[src/rtl/fb_pkg.sv]
// Shared types and constants for the framebuffer writer: FSM state encoding,
// fixed Wishbone attribute values and the pixel-to-byte-address helper.
package fb_pkg;

    typedef enum logic [1:0] {IDLE, WRITE, FETCH} fb_wr_state_t;

    localparam logic [3:0] WSHB_SEL_ALL = 4'hF;
    localparam logic [2:0] CTI_CLASSIC  = 3'b000;
    localparam logic [1:0] BTE_LINEAR   = 2'b00;

    // Byte address of pixel (x, y) in a raster-ordered 32-bit-per-pixel buffer.
    function automatic logic [31:0] fb_addr(input logic [31:0] x,
                                            input logic [31:0] y,
                                            input logic [31:0] hdisp,
                                            input logic [31:0] base);
        return base + ((y * hdisp + x) << 2);
    endfunction

endpackage

[src/rtl/wshb_if.sv]
// Wishbone bus bundle shared by the framebuffer writer and the display reader;
// carries the SDRAM-domain clock and synchronous reset alongside the bus.
interface wshb_if (input logic clk, input logic rst);

    logic [31:0] adr;
    logic [31:0] dat_ms;
    logic [31:0] dat_sm;
    logic        we;
    logic [3:0]  sel;
    logic        stb;
    logic        cyc;
    logic [2:0]  cti;
    logic [1:0]  bte;
    logic        ack;

    modport master (input clk, rst, ack, dat_sm,
                    output adr, dat_ms, we, sel, stb, cyc, cti, bte);

    modport slave  (input clk, rst, adr, dat_ms, we, sel, stb, cyc, cti, bte,
                    output ack, dat_sm);

endinterface

[src/rtl/fb_pattern_gen.sv]
// Test-pattern source: white grid lines every 16 pixels, otherwise the pixel
// encodes its own coordinates. Used only when FB_WRITER_PATTERN_EN is defined.
module fb_pattern_gen (
    input  logic [7:0]  x,
    input  logic [7:0]  y,
    output logic [31:0] pixel
);

    always_comb begin
        if (x[3:0] == 4'd0 || y[3:0] == 4'd0) begin
            pixel = 32'h00FF_FFFF;
        end else begin
            pixel = {8'h00, x, y, 8'h00};
        end
    end

endmodule

[src/rtl/fb_writer.sv]
// Wishbone write master filling the SDRAM framebuffer, one classic single write
// per pixel. Define FB_WRITER_PATTERN_EN to replace the pixel stream by a generator.
module fb_writer
    import fb_pkg::*;
#(
    parameter int          HDISP     = 800,
    parameter int          VDISP     = 480,
    parameter logic [31:0] BASE_ADDR = 32'h0
) (
    wshb_if.master wshb_ifm,
    input  logic        pix_valid,
    output logic        pix_ready,
    input  logic [31:0] pix_data,
    input  logic        pix_sof,
    output logic        frame_done,
    output logic        sof_err
);

    localparam int XW = (HDISP > 1) ? $clog2(HDISP) : 1;
    localparam int YW = (VDISP > 1) ? $clog2(VDISP) : 1;
    localparam logic [XW-1:0] X_LAST = XW'(HDISP - 1);
    localparam logic [YW-1:0] Y_LAST = YW'(VDISP - 1);

    fb_wr_state_t  state, state_n;
    logic [XW-1:0] x, x_n;
    logic [YW-1:0] y, y_n;
    logic [31:0]   adr_q, adr_n;
    logic [31:0]   dat_q, dat_n;
    logic          frame_done_n, sof_err_n;
    logic          in_valid, in_sof;
    logic [31:0]   in_data;

`ifdef FB_WRITER_PATTERN_EN
    logic [31:0] pattern;

    fb_pattern_gen u_pattern_gen (
        .x     (8'(x)),
        .y     (8'(y)),
        .pixel (pattern)
    );

    // The generator always has a pixel; entering IDLE restarts the frame.
    assign in_valid  = 1'b1;
    assign in_sof    = (state == IDLE);
    assign in_data   = pattern;
    assign pix_ready = 1'b0;
`else
    assign in_valid  = pix_valid;
    assign in_sof    = pix_sof;
    assign in_data   = pix_data;
    assign pix_ready = (state != WRITE);
`endif

    always_comb begin
        // NOTE: every output gets a default first, so no path leaves a latch behind.
        state_n      = state;
        x_n          = x;
        y_n          = y;
        adr_n        = adr_q;
        dat_n        = dat_q;
        frame_done_n = 1'b0;
        sof_err_n    = 1'b0;
        case (state)
            IDLE: begin
                if (in_valid && in_sof) begin
                    x_n     = '0;
                    y_n     = '0;
                    adr_n   = BASE_ADDR;
                    dat_n   = in_data;
                    state_n = WRITE;
                end
            end
            WRITE: begin
                if (wshb_ifm.ack) begin
                    if (x == X_LAST && y == Y_LAST) begin
                        frame_done_n = 1'b1;
                        x_n          = '0;
                        y_n          = '0;
                        state_n      = IDLE;
                    end else begin
                        if (x == X_LAST) begin
                            x_n = '0;
                            y_n = y + 1'b1;
                        end else begin
                            x_n = x + 1'b1;
                        end
                        state_n = FETCH;
                    end
                end
            end
            FETCH: begin
                if (in_valid) begin
                    dat_n   = in_data;
                    state_n = WRITE;
                    // A new frame start here means the previous frame was cut short.
                    if (in_sof) begin
                        sof_err_n = 1'b1;
                        x_n       = '0;
                        y_n       = '0;
                        adr_n     = BASE_ADDR;
                    end else begin
                        adr_n = fb_addr(32'(x), 32'(y), 32'(HDISP), BASE_ADDR);
                    end
                end
            end
            default: state_n = IDLE;
        endcase
    end

    always_ff @(posedge wshb_ifm.clk) begin
        // NOTE: non-blocking assignments so every register samples pre-edge values.
        if (wshb_ifm.rst) begin
            state      <= IDLE;
            x          <= '0;
            y          <= '0;
            adr_q      <= '0;
            dat_q      <= '0;
            frame_done <= 1'b0;
            sof_err    <= 1'b0;
        end else begin
            state      <= state_n;
            x          <= x_n;
            y          <= y_n;
            adr_q      <= adr_n;
            dat_q      <= dat_n;
            frame_done <= frame_done_n;
            sof_err    <= sof_err_n;
        end
    end

    assign wshb_ifm.stb    = (state == WRITE);
    assign wshb_ifm.cyc    = (state == WRITE);
    assign wshb_ifm.we     = (state == WRITE);
    assign wshb_ifm.sel    = WSHB_SEL_ALL;
    assign wshb_ifm.cti    = CTI_CLASSIC;
    assign wshb_ifm.bte    = BTE_LINEAR;
    assign wshb_ifm.adr    = adr_q;
    assign wshb_ifm.dat_ms = dat_q;

endmodule

[src/flat_wrapper.sv]
// flat-port wrapper written by rule: the top's interface ports become plain ports
module fb_writer_flat import fb_pkg::*;
#(
    parameter int          HDISP     = 800,
    parameter int          VDISP     = 480,
    parameter logic [31:0] BASE_ADDR = 32'h0
)
  (pix_valid, pix_ready, pix_data, pix_sof, frame_done, sof_err, clk, rst, wshb_ifm_ack, wshb_ifm_dat_sm, wshb_ifm_adr, wshb_ifm_dat_ms, wshb_ifm_we, wshb_ifm_sel, wshb_ifm_stb, wshb_ifm_cyc, wshb_ifm_cti, wshb_ifm_bte);
  wshb_if wshb_ifm_i (.clk(clk), .rst(rst));
  input  logic pix_valid;
  output logic pix_ready;
  input  logic [31:0] pix_data;
  input  logic pix_sof;
  output logic frame_done;
  output logic sof_err;
  input wire logic clk;
  input wire logic rst;
  input wire logic [$bits(wshb_ifm_i.ack)-1:0] wshb_ifm_ack;
  input wire logic [$bits(wshb_ifm_i.dat_sm)-1:0] wshb_ifm_dat_sm;
  output wire logic [$bits(wshb_ifm_i.adr)-1:0] wshb_ifm_adr;
  output wire logic [$bits(wshb_ifm_i.dat_ms)-1:0] wshb_ifm_dat_ms;
  output wire logic [$bits(wshb_ifm_i.we)-1:0] wshb_ifm_we;
  output wire logic [$bits(wshb_ifm_i.sel)-1:0] wshb_ifm_sel;
  output wire logic [$bits(wshb_ifm_i.stb)-1:0] wshb_ifm_stb;
  output wire logic [$bits(wshb_ifm_i.cyc)-1:0] wshb_ifm_cyc;
  output wire logic [$bits(wshb_ifm_i.cti)-1:0] wshb_ifm_cti;
  output wire logic [$bits(wshb_ifm_i.bte)-1:0] wshb_ifm_bte;
  assign wshb_ifm_i.ack = wshb_ifm_ack;
  assign wshb_ifm_i.dat_sm = wshb_ifm_dat_sm;
  assign wshb_ifm_adr = wshb_ifm_i.adr;
  assign wshb_ifm_dat_ms = wshb_ifm_i.dat_ms;
  assign wshb_ifm_we = wshb_ifm_i.we;
  assign wshb_ifm_sel = wshb_ifm_i.sel;
  assign wshb_ifm_stb = wshb_ifm_i.stb;
  assign wshb_ifm_cyc = wshb_ifm_i.cyc;
  assign wshb_ifm_cti = wshb_ifm_i.cti;
  assign wshb_ifm_bte = wshb_ifm_i.bte;
  fb_writer #(.HDISP(HDISP), .VDISP(VDISP), .BASE_ADDR(BASE_ADDR)) u_core (.wshb_ifm(wshb_ifm_i), .pix_valid(pix_valid), .pix_ready(pix_ready), .pix_data(pix_data), .pix_sof(pix_sof), .frame_done(frame_done), .sof_err(sof_err));
endmodule
[config.mk]
export PLATFORM = sky130hd
export DESIGN_NAME = fb_writer_flat
export DESIGN_NICKNAME = d
export VERILOG_FILES = /design/src/rtl/fb_pkg.sv /design/src/rtl/wshb_if.sv /design/src/rtl/fb_pattern_gen.sv /design/src/rtl/fb_writer.sv /design/src/flat_wrapper.sv
export SDC_FILE = /design/constraint.sdc
export NUM_CORES = 1
export LEC_CHECK = 0
export ABC_AREA = 1
export BUFFER_PORTS_ARGS = -buffer_cell sky130_fd_sc_hd__buf_2
export CORE_ASPECT_RATIO = 0.6
export CORE_MARGIN = 2
export CORE_UTILIZATION = 42
export CTS_BUF_LIST = sky130_fd_sc_hd__clkbuf_8
export DETAILED_ROUTE_END_ITERATION = 10
export GPL_TIMING_DRIVEN = 0
export MAX_ROUTING_LAYER = met4
export PLACE_DENSITY_LB_ADDON = 0.3
export SYNTH_ARGS = -nofsm -noshare
export SYNTH_HDL_FRONTEND = slang
export SYNTH_SLANG_ARGS = --single-unit
[constraint.sdc]
create_clock -name clk -period 3.9 [get_ports clk]
set_input_delay 0.195 -clock clk [delete_from_list [all_inputs] [get_ports clk]]
set_output_delay 0.195 -clock clk [all_outputs]
set_load 0.02 [all_outputs]
======== Word level (Yosys, flattened, before mapping) ========
Index checks and enable logic that the tools add are counted.
word-level totals
  register bits after elaboration ......... 87
  input bits .............................. 69
  output and inout bits ................... 79
  word-level logic and storage cells ...... 64
cells by class
  add/subtract/negate cells ............... 3
  multipliers ............................. 1
  eq/ne operators ......................... 10
  mux-type cells .......................... 28
  bitwise operators ....................... 4
  reduce and logical (&&, ||, !) cells .... 11
operators with widths
  operator                                                                  number
  32-bit two-way mux                                                        5
  32-bit case mux with 2 select lines                                       2
  10-bit two-way mux                                                        6
  9-bit two-way mux                                                         6
  10-bit case mux with 3 select lines                                       1
  9-bit case mux with 3 select lines                                        1
  19-bit by 10-bit adder with 20-bit output                                 1
  9-bit by 5-bit multiplier with 14-bit output (second input constant)      1
  10-bit by 1-bit adder with 10-bit output (second input constant)          1
  10-bit equality test (second input constant)                              1
  9-bit by 1-bit adder with 9-bit output (second input constant)            1
  9-bit equality test (second input constant)                               1
  2-bit two-way mux                                                         4
  2-bit inequality test (second input constant)                             3
  2-bit case mux with 3 select lines                                        1
  3-bit AND reduction                                                       2
  6-bit AND reduction                                                       1
  3-bit OR reduction                                                        2
  5-bit AND reduction                                                       1
  2-bit by 1-bit inequality test with 1-bit output (second input constant)  2
  1-bit inverter                                                            4
  3-bit by 1-bit inequality test with 1-bit output (second input constant)  1
  3-bit nonzero test                                                        1
  2-bit by 1-bit equality test with 1-bit output (second input constant)    1
  other kinds (5)                                                           7

======== Longest topological paths before layout ========
Gate-level depths: netlist of the first run.
  word-level depth ........................ 5
  gate-level depth with buffers ........... 21
  depth with buffers taken out ............ 21

======== Worst setup path after synthesis of the first run ========
Ideal clock, no wire load.
  path kind ............................... register -> register
  start ................................... reg u_core.y[5]
  end ..................................... reg u_core.adr_q[19] (netlist: u_core.wshb_ifm.adr[19])
  arrival time ............................ 2.776 ns
  slack ................................... 1.014 ns
  stages on the path, launching flop included .. 21
  buffers on the path ..................... 0
  period minus slack after synthesis ...... 2.886 ns
  cells stage by stage .................... dfxtp_1 > inv_1 > ha_1 > inv_1 > ha_1 > inv_1 > fa_1 > inv_1 > ha_1 > nand2_1 > nand2_1 > a21oi_2 > nand2_1 > nand2_1 > nand2_1 > nor2_2 > nand2_1 > nand3_1 > nand3_1 > nand2_1 > inv_1
on the way
  cells in the longest elaborated chain, start to end .. 5
ends and longest elaborated chain
  what                                          line              text
  start: declaration                            fb_writer.sv:26   logic [YW-1:0] y, y_n;
  start signal: assignment                      fb_writer.sv:123  y <= y_n;
  9-bit by 5-bit multiplier with 14-bit output  fb_pkg.sv:16      return base + ((y * hdisp + x) << 2);
  19-bit by 10-bit adder with 20-bit output     fb_pkg.sv:16
  32-bit two-way mux                            fb_writer.sv:96   if (in_sof) begin
  32-bit two-way mux                            fb_writer.sv:92   if (in_valid) begin
  32-bit case mux with 2 select lines           fb_writer.sv:63   case (state)
  end signal: assignment                        fb_writer.sv:124  adr_q <= adr_n;
  end: declaration                              fb_writer.sv:27   logic [31:0] adr_q, adr_n;
No other way between the ends. The select of a mux whose other input is x is not followed.
A chain may end at the register's enable or synchronous reset.

======== Worst setup path after layout of the first run ========
Ends and elaborated chain as after synthesis.

==> run metrics, run 1 <==
clock share of power=0.434; Sw Ratio=0.262; Power Density=346 nW/um2; arrival time worst endpoint=between 3 and 4 ns; Die Ht=between 80 and 90 um; post-synthesis cell count=614; Rows=28; core area=~10000 um2; share of cells above drive strength 1=0.218; synth warn=0; TritonCTS Buffers=9; Residual DRC=0; period utilisation layout=0.852; drt wl/cell=about 13 um; die area=around 11000 um2; crit end category=register; GRT Util Overall=0.202; FILL cells=just under 1000; CTS resizes=0; Slew headroom=0.570; largest net degree at the start of global routing=15; worst skew pair latency=around 0.36 ns; P&R area growth vs syn=22.2%; Sequential Power Share=0.437; combinational power share=0.129; outcome=complete, no violations; Final Hold Vio Count=0; RSZ-0062 raised after global routing=false; n_diodes=0; clk slew on worst S/H paths=approximately 0.09 ns; antenna-violating nets left=0; Post-Syn Area=about 4400 um2; root buffer cell=clkbuf_8; Internal=1.37 mW; max-slew violation count=0; max-cap violations=0; DP HPWL=8.96 mm; vias in the first global route=approximately 3700; # setup viols final=0; clock buffer depth=2; register bit count reported by yosys=between 70 and 80; Fin Setup TNS=0 ns; Post-CTS Setup Inserts=0; commonest non-fill, non-tap cell in the layout=nand2_1; Mean Syn Cell Area=between 7 and 8 um2; Via density=4.73; total grt overflow=0; Vias=around 4100; WS Path Type=reg -> reg; Crit path required time=4.16 ns; commonest cells after routing, fill and taps aside=nand2_1 (118), buf_2 (94), nor2_1 (91); Slew @ Worst Pin=about 0.64 ns; Critical Path Start Type=register; Initial Util=0.439; Sink Count=75; # hold bufs at CTS=0; Seq/Total Area, Yosys=0.342; Switching Power=roughly 0.5 mW; post-layout minimum cycle time=between 3 and 4 ns; Placer Congestion=~0.85; H-tree Lvls=3; 1st-iter DRT viols=271; Port Buffers=93; Ports=~150; first-pass GRT wire length=17.8 mm; nets@finish=849; hold crit path type=in -> reg; critical path peak fanout=6; Netlist cell types=44; Max IR drop VDD=between 0.0002 and 0.00025 V; First-pass DRT Iterations=5; fmax=0.301 GHz; CTS tree=yes; Final Skew=about 0.0080 ns; Routed WL=~11 mm; DIE WIDTH=roughly 140 um; initial antenna violation count=0; final core occ=0.536; P_leak=about 2.9 nW
## per-layer routing
metal  wire length [um]  track usage
met4                104       0.0473
met2               4530        0.281
met3                649       0.0458
met5                  0            -
met1               5730        0.293
## registers in the layout, indices dropped and copies added (netlist names)
register	flops
u_core.wshb_ifm.dat_ms	32
u_core.wshb_ifm.adr	20
u_core.state	2
u_core.frame_done	1
u_core.x	10
u_core.y	9
u_core.sof_err	1
## power by group through the flow
stage | sequential [mW] | clock (mW) | combinational (mW)
floorplan | 0.860 | 0 | 0.129
global placement | 0.828 | 0 | 0.233
detailed placement | 0.829 | 0 | 0.237
CTS | 0.811 | 0.821 | 0.238
global route | 0.816 | 0.852 | 0.263
finish | 0.812 | 0.807 | 0.239
## cells by family (layout without fill, tap and decap cells)
logic type      after synthesis  after routing  synth area share
other cells                   2             21           0.00171
compound gates               95             95             0.120
simple gates                283            283             0.282
xor+xnor                      3              3           0.00598
flops                        75             75             0.342
buf+inv                     113            222             0.118
fa+ha+maj                    43             43             0.131
## metrics by stage
step           setup slack (ns)  total power [mW]  area [um2]  hold slack [ns]  instances
6_report                  0.575              1.86        5370           0.0491        877
5_1_grt                   0.308              1.93        5370           0.0504        877
3_3_place_gp              0.738              1.06        5100            0.418        861
4_1_cts                   0.585              1.87        5370           0.0366        877
2_1_floorplan              1.01             0.990        4470            0.330        633
3_5_place_dp              0.616              1.07        5100            0.427        861
## cell usage after synthesis, drive strengths merged
master / instances / area (um2)
a211oi: 4 / 40.0
o21ai: 47 / 239
nand4: 3 / 31.3
buf: 26 / 193
or2: 5 / 33.8
dfxtp: 75 / 1500
o211ai: 1 / 7.51
conb: 2 / 7.51
a21boi: 1 / 7.51
a21oi: 37 / 196
o31ai: 1 / 7.51
ha: 38 / 475
clkinv: 2 / 7.51
nor4: 2 / 12.5
inv: 71 / 267
nand3: 47 / 240
nor2: 99 / 412
nor3: 6 / 46.3
clkbuf: 14 / 52.6
a31oi: 2 / 12.5
nand2: 120 / 455
o21a: 1 / 7.51
nor3b: 1 / 7.51
xor2: 3 / 26.3
fa: 5 / 100
a31o: 1 / 8.76
## worst paths after layout
check                                       startpoint                    endpoint  slack [ns]  cells past startpoint
worst min-delay path                      pix_data[24]  u_core.wshb_ifm.dat_ms[24]        0.05                      3
worst min register to register  u_core.wshb_ifm.adr[5]      u_core.wshb_ifm.adr[5]        0.47                      2
worst max-delay path                       u_core.y[5]     u_core.wshb_ifm.adr[19]        0.58                     20
worst max register to register             u_core.y[5]     u_core.wshb_ifm.adr[19]        0.58                     20
## layout make-up
cell class / instances / area (um2) / share of cell area
plain buffers: 40 / 245 / 0.0457
clock buffers: 9 / 124 / 0.0231
clock inverters: 7 / 146 / 0.0273
inverters: 73 / 274 / 0.0510
multi-input cells: 445 / 2450 / 0.455
flip-flops and latches: 75 / 1500 / 0.280
well taps: 135 / 169 / 0.0314
repair buffers: 93 / 465 / 0.0867
## critical path, stage by stage, from the launching register on
cell and delay (ns):
dfxtp_1 0.47, inv_1 0.07, ha_1 0.28, inv_1 0.04, ha_1 0.26, inv_1 0.05
fa_1 0.51, inv_1 0.04, ha_1 0.34, nand2_1 0.09, nand2_1 0.09, a21oi_2 0.17
nand2_1 0.09, nand2_1 0.06, nand2_1 0.11, nor2_2 0.18, nand2_1 0.09, nand3_1 0.09
nand3_1 0.08, nand2_1 0.06, inv_1 0.04
No activity file was read; power rests on OpenSTA's default activity.
==> run 2, diff against run 1 <==
--- a/config.mk
+++ b/config.mk
@@ -5,9 +5,8 @@
 export SDC_FILE = /design/constraint.sdc
 export NUM_CORES = 1
 export LEC_CHECK = 0
-export ABC_AREA = 1
+export ABC_AREA = 0
 export BUFFER_PORTS_ARGS = -buffer_cell sky130_fd_sc_hd__buf_2
-export CORE_ASPECT_RATIO = 0.6
 export CORE_MARGIN = 2
 export CORE_UTILIZATION = 42
 export CTS_BUF_LIST = sky130_fd_sc_hd__clkbuf_8
@@ -15,6 +14,7 @@
 export GPL_TIMING_DRIVEN = 0
 export MAX_ROUTING_LAYER = met4
 export PLACE_DENSITY_LB_ADDON = 0.3
+export RECOVER_POWER = 25
 export SYNTH_ARGS = -nofsm -noshare
 export SYNTH_HDL_FRONTEND = slang
 export SYNTH_SLANG_ARGS = --single-unit
==> run metrics, run 2 <==
nets@finish=746 (was 849); CTS resizes=0 (unchanged); vias in the first global route=3473 (was 3724); register bit count reported by yosys=75 (unchanged); final core occ=0.527 (was 0.536); P_leak=2.35 nW (was 2.86 nW); first-pass GRT wire length=16.3 mm (was 17.8 mm); # setup viols final=0 (unchanged); Fin Setup TNS=0 ns (unchanged); max-slew violation count=0 (unchanged); fraction of registers with async set/reset=0 (unchanged); crit-path max cell delay=0.49 ns (was 0.51 ns); Sink Count=75 (unchanged); WS Path Type=reg -> reg (unchanged); Synth area leaders=dfxtp_1 (35%), ha_1 (11%), nand2_1 (7.4%) (was dfxtp_1 (34%), ha_1 (11%), nand2_1 (10%)); core area=9860 um2 (was 10000 um2); share of cells above drive strength 1=0.189 (was 0.218); Netlist cell types=64 (was 44); FILL cells=953 (was 988); antenna-violating nets left=0 (unchanged); post-synthesis cell count=510 (was 614); top cell type's share of synthesized area=0.350 (was 0.342); Power Density=319 nW/um2 (was 346 nW/um2); Residual DRC=0 (unchanged); max-cap violations=0 (unchanged); Die Ht=105 um (was 83.2 um); n_diodes=0 (unchanged); top_reg_cell synth=dfxtp_1 (unchanged); First-pass DRT Iterations=5 (unchanged); multi-input logic area=2520 um2 (was 2450 um2); # hold bufs at CTS=0 (unchanged); post-layout minimum cycle time=3.63 ns (was 3.32 ns); root buffer cell=clkbuf_8 (unchanged); Final Skew=0.0152 ns (was 0.00801 ns); max reg flops=32 (unchanged); DP HPWL=7.99 mm (was 8.96 mm); Post-synth EDFFs=0 (unchanged); Post-synth top cells=nand2_1 (85), dfxtp_1 (75), nor2_1 (52), a21oi_1 (43), ha_1 (38) (was nand2_1 (118), nor2_1 (91), dfxtp_1 (75), inv_1 (68), nand3_1 (46)); crit end category=register (unchanged); synth warn=0 (unchanged); clk slew on worst S/H paths=0.09 ns (about the same); Slew headroom=0.634 (was 0.570); Cell Count, Final, Fillers Out=772 (was 877); outcome=complete, no violations (unchanged); worst skew pair latency=0.34 ns (was 0.36 ns); global route hottest layer=met2 (was met1); Final Hold Vio Count=0 (unchanged); Worst R2R Path Depth=15 (was 20); CTS tree=yes (unchanged); Max IR drop VDD=0.000226 V (was 0.000230 V); die area=11000 um2 (was 11300 um2); H-tree Lvls=3 (unchanged); Critical Path Start Type=register (unchanged); dpl ws=0.261 ns (was 0.616 ns); Port Buffers=94 (was 93); most used cell, CP=inv_1 (was nand2_1); Slew @ Worst Pin=0.548 ns (was 0.643 ns); count leader, synth=nand2_1 (unchanged); slowest CP cell=fa_1 (unchanged); Min Hold Slack=0.0803 ns (was 0.0491 ns); P&R area growth vs syn=21.1% (was 22.2%); fmax=0.275 GHz (was 0.301 GHz); Post-Syn Area=4290 um2 (was 4400 um2); drt wl/cell=13.0 um (was 12.6 um); Seq/Total Area, Yosys=0.350 (was 0.342); largest net degree at the start of global routing=15 (unchanged); met2 Use GR=0.305 (was 0.281); DIE WIDTH=105 um (was 136 um); Vias=3832 (was 4147); M1 GR Usage=0.228 (was 0.293); 1st-iter DRT viols=170 (was 271); commonest cells after routing, fill and taps aside=nand2_1 (85), dfxtp_1 (75), buf_2 (64) (was nand2_1 (118), buf_2 (94), nor2_1 (91)); sequential cell area=1500 um2 (unchanged); final worst setup slack=0.269 ns (was 0.575 ns); initial antenna violation count=0 (unchanged); total grt overflow=0 (unchanged); critical-path cell list=inv_1 > ha_1 > inv_1 > ha_1 > inv_1 > fa_1 > inv_1 > ha_1 > buf_4 > nand2b_1 > a2111oi_2 > a311oi_2 > a211oi_4 > nand4b_1 > a21oi_1 (was inv_1 > ha_1 > inv_1 > ha_1 > inv_1 > fa_1 > inv_1 > ha_1 > nand2_1 > nand2_1 > a21oi_2 > nand2_1 > nand2_1 > nand2_1 > nor2_2 > nand2_1 > nand3_1 > nand3_1 > nand2_1 > inv_1); arrival time worst endpoint=3.90 ns (was 3.59 ns); Ports=148 (unchanged); RSZ-0062 raised after global routing=false (unchanged); GRT Util Overall=0.184 (was 0.202); Routed WL=10.1 mm (was 11.0 mm); Placer Congestion=0.839 (was 0.854); commonest non-fill, non-tap cell in the layout=nand2_1 (unchanged); Rows=36 (was 28); period utilisation layout=0.931 (was 0.852); Hold Path Depth=3 (unchanged); Post-CTS Setup Inserts=0 (unchanged); hold crit path type=in -> reg (unchanged); Yosys top cell by area=dfxtp_1 (unchanged); critical path peak fanout=8 (was 6); TritonCTS Buffers=9 (unchanged); Crit path required time=4.17 ns (was 4.16 ns); cell count after placement=756 (was 861); Mean Syn Cell Area=8.42 um2 (was 7.16 um2); clock buffer depth=2 (unchanged); Via density=4.96 (was 4.73); global routing usage on met3=0.0418 (was 0.0458); Initial Util=0.435 (was 0.439)
==> run 2: cells by family after synthesis <==
family / count (synthesis) / share of synthesized area
AND/OR/NAND/NOR: 188 / 0.198
AO/OA/AOI/OAI: 106 / 0.173
flip-flops: 75 / 0.350
buffers and inverters: 66 / 0.0804
adder cells (fa/ha/maj): 43 / 0.134
XOR/XNOR: 26 / 0.0530
multiplexers: 4 / 0.00933
other: 2 / 0.00175
==> run 2: critical path, delay by kind of cell, from the launching register on <==
kind,cells,cell delay (ns)
and+or+nand+nor,2,0.37
buffers and inverters,5,0.39
adders and majority gates,4,1.31
DFF,1,0.43
AOI/OAI and AO/OA,4,1.06
==> run 2: metal layers <==
layer / wire length, um / vias to the layer above
met2: 4790 / 110
li1: - / 1963
met5: 0 / -
met4: 129 / 0
met3: 577 / 11
met1: 4570 / 1748
==> run 2: power by group <==
part | switching, mW | internal [mW] | total (mW)
registers | 0.0109 | 0.785 | 0.795
logic | 0.118 | 0.0627 | 0.180
clock network | 0.296 | 0.385 | 0.682
==> run 2: through the flow <==
step           cell area (um2)  total power, mW
2_1_floorplan             4360            0.936
3_3_place_gp              5000            0.992
3_5_place_dp              5000            0.996
4_1_cts                   5240             1.68
5_1_grt                   5200             1.73
6_report                  5200             1.66
==> run 2: final timing paths <==
kind	from	to	slack (ns)
max	u_core.y[5]	u_core.wshb_ifm.adr[21]	0.27
min	pix_data[1]	u_core.wshb_ifm.dat_ms[1]	0.08
max reg2reg	u_core.y[5]	u_core.wshb_ifm.adr[21]	0.27
min reg2reg	u_core.wshb_ifm.dat_ms[22]	u_core.wshb_ifm.dat_ms[22]	0.46
==> run 2: area by class of cell <==
type                    count  share of cell area
multi-input cells         388               0.485
clock buffers              10              0.0265
inverters                  23              0.0166
plain buffers              43              0.0498
clock inverters             6              0.0185
well taps                 133              0.0320
repair buffers             94              0.0828
flip-flops and latches     75               0.289
==> run 3, diff against run 2 <==
==> constraint.sdc (replaced) <==
create_clock -name clk -period 2.92 [get_ports clk]
set_input_delay 0.146 -clock clk [delete_from_list [all_inputs] [get_ports clk]]
set_output_delay 0.146 -clock clk [all_outputs]
set_load 0.02 [all_outputs]
==> run metrics, run 3 (synthesis gave the netlist of run 2 again) <==
Sw Ratio=0.274 (was 0.256); fmax=0.297 GHz (was 0.275 GHz); Routed WL=11.1 mm (was 10.1 mm); Sink Count=75 (unchanged); RSZ-0062 raised after global routing=true (was false); Max IR drop VDD=0.000268 V (was 0.000226 V); crit-path max cell delay=0.51 ns (was 0.49 ns); antenna-violating nets left=0 (unchanged); critical path peak fanout=7 (was 8); slowest CP cell=fa_1 (unchanged); Critical Path Start Type=register (unchanged); Crit path required time=3.20 ns (was 4.17 ns); clock buffer depth=2 (unchanged); outcome=finished with violations (was complete, no violations); Port Buffers=94 (unchanged); drt wl/cell=14.1 um (was 13.0 um); Via density=4.98 (was 4.96); initial antenna violation count=0 (unchanged); DP HPWL=8.04 mm (was 7.99 mm); P&R area growth vs syn=33.1% (was 21.1%); hold crit path type=in -> reg (unchanged); share of cells above drive strength 1=0.284 (was 0.189); max-cap violations=0 (unchanged); GRT Util Overall=0.197 (was 0.184); Die Ht=105 um (unchanged); critical-path cell list=inv_4 > ha_4 > inv_2 > ha_4 > inv_2 > fa_1 > inv_2 > ha_4 > buf_4 > nor3b_1 > a311oi_4 > a211oi_4 > nand4b_1 > a21oi_1 (was inv_1 > ha_1 > inv_1 > ha_1 > inv_1 > fa_1 > inv_1 > ha_1 > buf_4 > nand2b_1 > a2111oi_2 > a311oi_2 > a211oi_4 > nand4b_1 > a21oi_1); nets@finish=762 (was 746); DIE WIDTH=105 um (unchanged); Rows=36 (unchanged); combinational power share=0.116 (was 0.109); Final Skew=0.0142 ns (was 0.0152 ns); Slew @ Worst Pin=0.531 ns (was 0.548 ns); largest net degree at the start of global routing=14 (was 15); Buf/Inv on CP=5 (unchanged); clk slew on worst S/H paths=0.09 ns (about the same); commonest non-fill, non-tap cell in the layout=nand2_1 (unchanged); Placer Congestion=0.846 (was 0.839); final worst setup slack=-0.452 ns (was 0.269 ns); H-tree Lvls=3 (unchanged); Internal=1.52 mW (was 1.23 mW); Power Density=367 nW/um2 (was 319 nW/um2); worst skew pair latency=0.36 ns (was 0.34 ns); First-pass DRT Iterations=4 (was 5); post-layout minimum cycle time=3.37 ns (was 3.63 ns); RR Startpoint=u_core.y[5] (unchanged); CTS tree=yes (unchanged); core area=9860 um2 (unchanged); Tot Pwr=2.10 mW (was 1.66 mW); n_diodes=0 (unchanged); arrival time worst endpoint=3.65 ns (was 3.90 ns); placed cell areas=5040 um2 (was 5000 um2); Crit. Startpoint=u_core.y[5] (unchanged); max reg flops=32 (unchanged); # setup viols final=5 (was 0); Switching Power=0.575 mW (was 0.425 mW); commonest cells after routing, fill and taps aside=nand2_1 (85), dfxtp_1 (69), buf_2 (66) (was nand2_1 (85), dfxtp_1 (75), buf_2 (64)); Vias=3918 (was 3832); Slew headroom=0.645 (was 0.634); TritonCTS Buffers=9 (unchanged); 1st-iter DRT viols=224 (was 170); Residual DRC=0 (unchanged); die area=11000 um2 (unchanged); CP top delay family=adder cells (unchanged); Final Hold Vio Count=0 (unchanged); WS Path Type=reg -> reg (unchanged); Min-Delay Startpoint=pix_data[27] (was pix_data[1]); Ports=148 (unchanged); max-slew violation count=0 (unchanged); total grt overflow=0 (unchanged); crit end category=register (unchanged); final instance area=5710 um2 (was 5200 um2); failing checks=setup timing; period utilisation layout=1.15 (was 0.931); P_leak=2.44 nW (was 2.35 nW); clock share of power=0.379 (was 0.411); Initial Util=0.435 (unchanged); vias in the first global route=3708 (was 3473); root buffer cell=clkbuf_8 (unchanged); Sequential Power Share=0.505 (was 0.480); first-pass GRT wire length=17.2 mm (was 16.3 mm)
[run 3: cell type report]
type,instances,area [um2]
sequential,75,1520
clock inverter,6,65.1
multi-input combinational,388,2920
inverter,23,88.8
clock buffer,9,124
buffer,42,255
timing repair buffer,111,574
fill,877,4150
tap,133,166
[run 3: stage by stage]
stage | hold slack (ns) | TNS (ns) | utilization | setup slack [ns] | std cells
after floorplan | 0.282 | -1.29 | - | -0.340 | 529
after global placement | 0.388 | -2.54 | 0.511 | -0.538 | 756
after detailed placement | 0.393 | -2.77 | 0.511 | -0.572 | 756
after CTS | 0.0104 | -1.44 | 0.552 | -0.337 | 780
after global routing | 0.00853 | -2.66 | 0.579 | -0.579 | 787
final | 0.0145 | -1.96 | 0.579 | -0.452 | 787
[run 3: final timing paths]
kind	cells after the start	slack (ns)	end
setup / recovery	14	-0.45	u_core.wshb_ifm.adr[21]
hold / removal	3	0.01	u_core.wshb_ifm.dat_ms[27]
setup reg to reg	14	-0.45	u_core.wshb_ifm.adr[21]
hold reg to reg	2	0.45	u_core.wshb_ifm.adr[16]
[run 3: routing by layer]
layer	GRT usage	vias to the layer above	routed length, um
li1	-	1981	-
met3	0.0393	10	650
met4	0.0533	0	125
met5	-	-	0
met1	0.243	1812	4840
met2	0.327	115	5490
[run 3: power by group through the flow]
stage               clock (mW)  sequential (mW)  combinational (mW)
floorplan                    0             1.11               0.137
global placement             0             1.08               0.240
detailed placement           0             1.09               0.243
CTS                      0.804             1.06               0.244
global route             0.864             1.06               0.267
finish                   0.796             1.06               0.243
[run 3: what timing repair did]
item                       CTS  global route
pin swaps                   11            26
resized for setup           32            38
hold endpoints to repair     0             1
setup endpoints to repair    8             8
buffers inserted             9             7
hold buffers                 0             1
gates cloned                 0             0
[run 3: worst register-to-register path, delay by kind of cell (launching register included)]
kind | cells | cell delay [ns]
simple gates | 2 | 0.60
fa+ha+maj | 4 | 1.31
buf+inv | 5 | 0.32
compound gates | 3 | 0.71
flops | 1 | 0.37
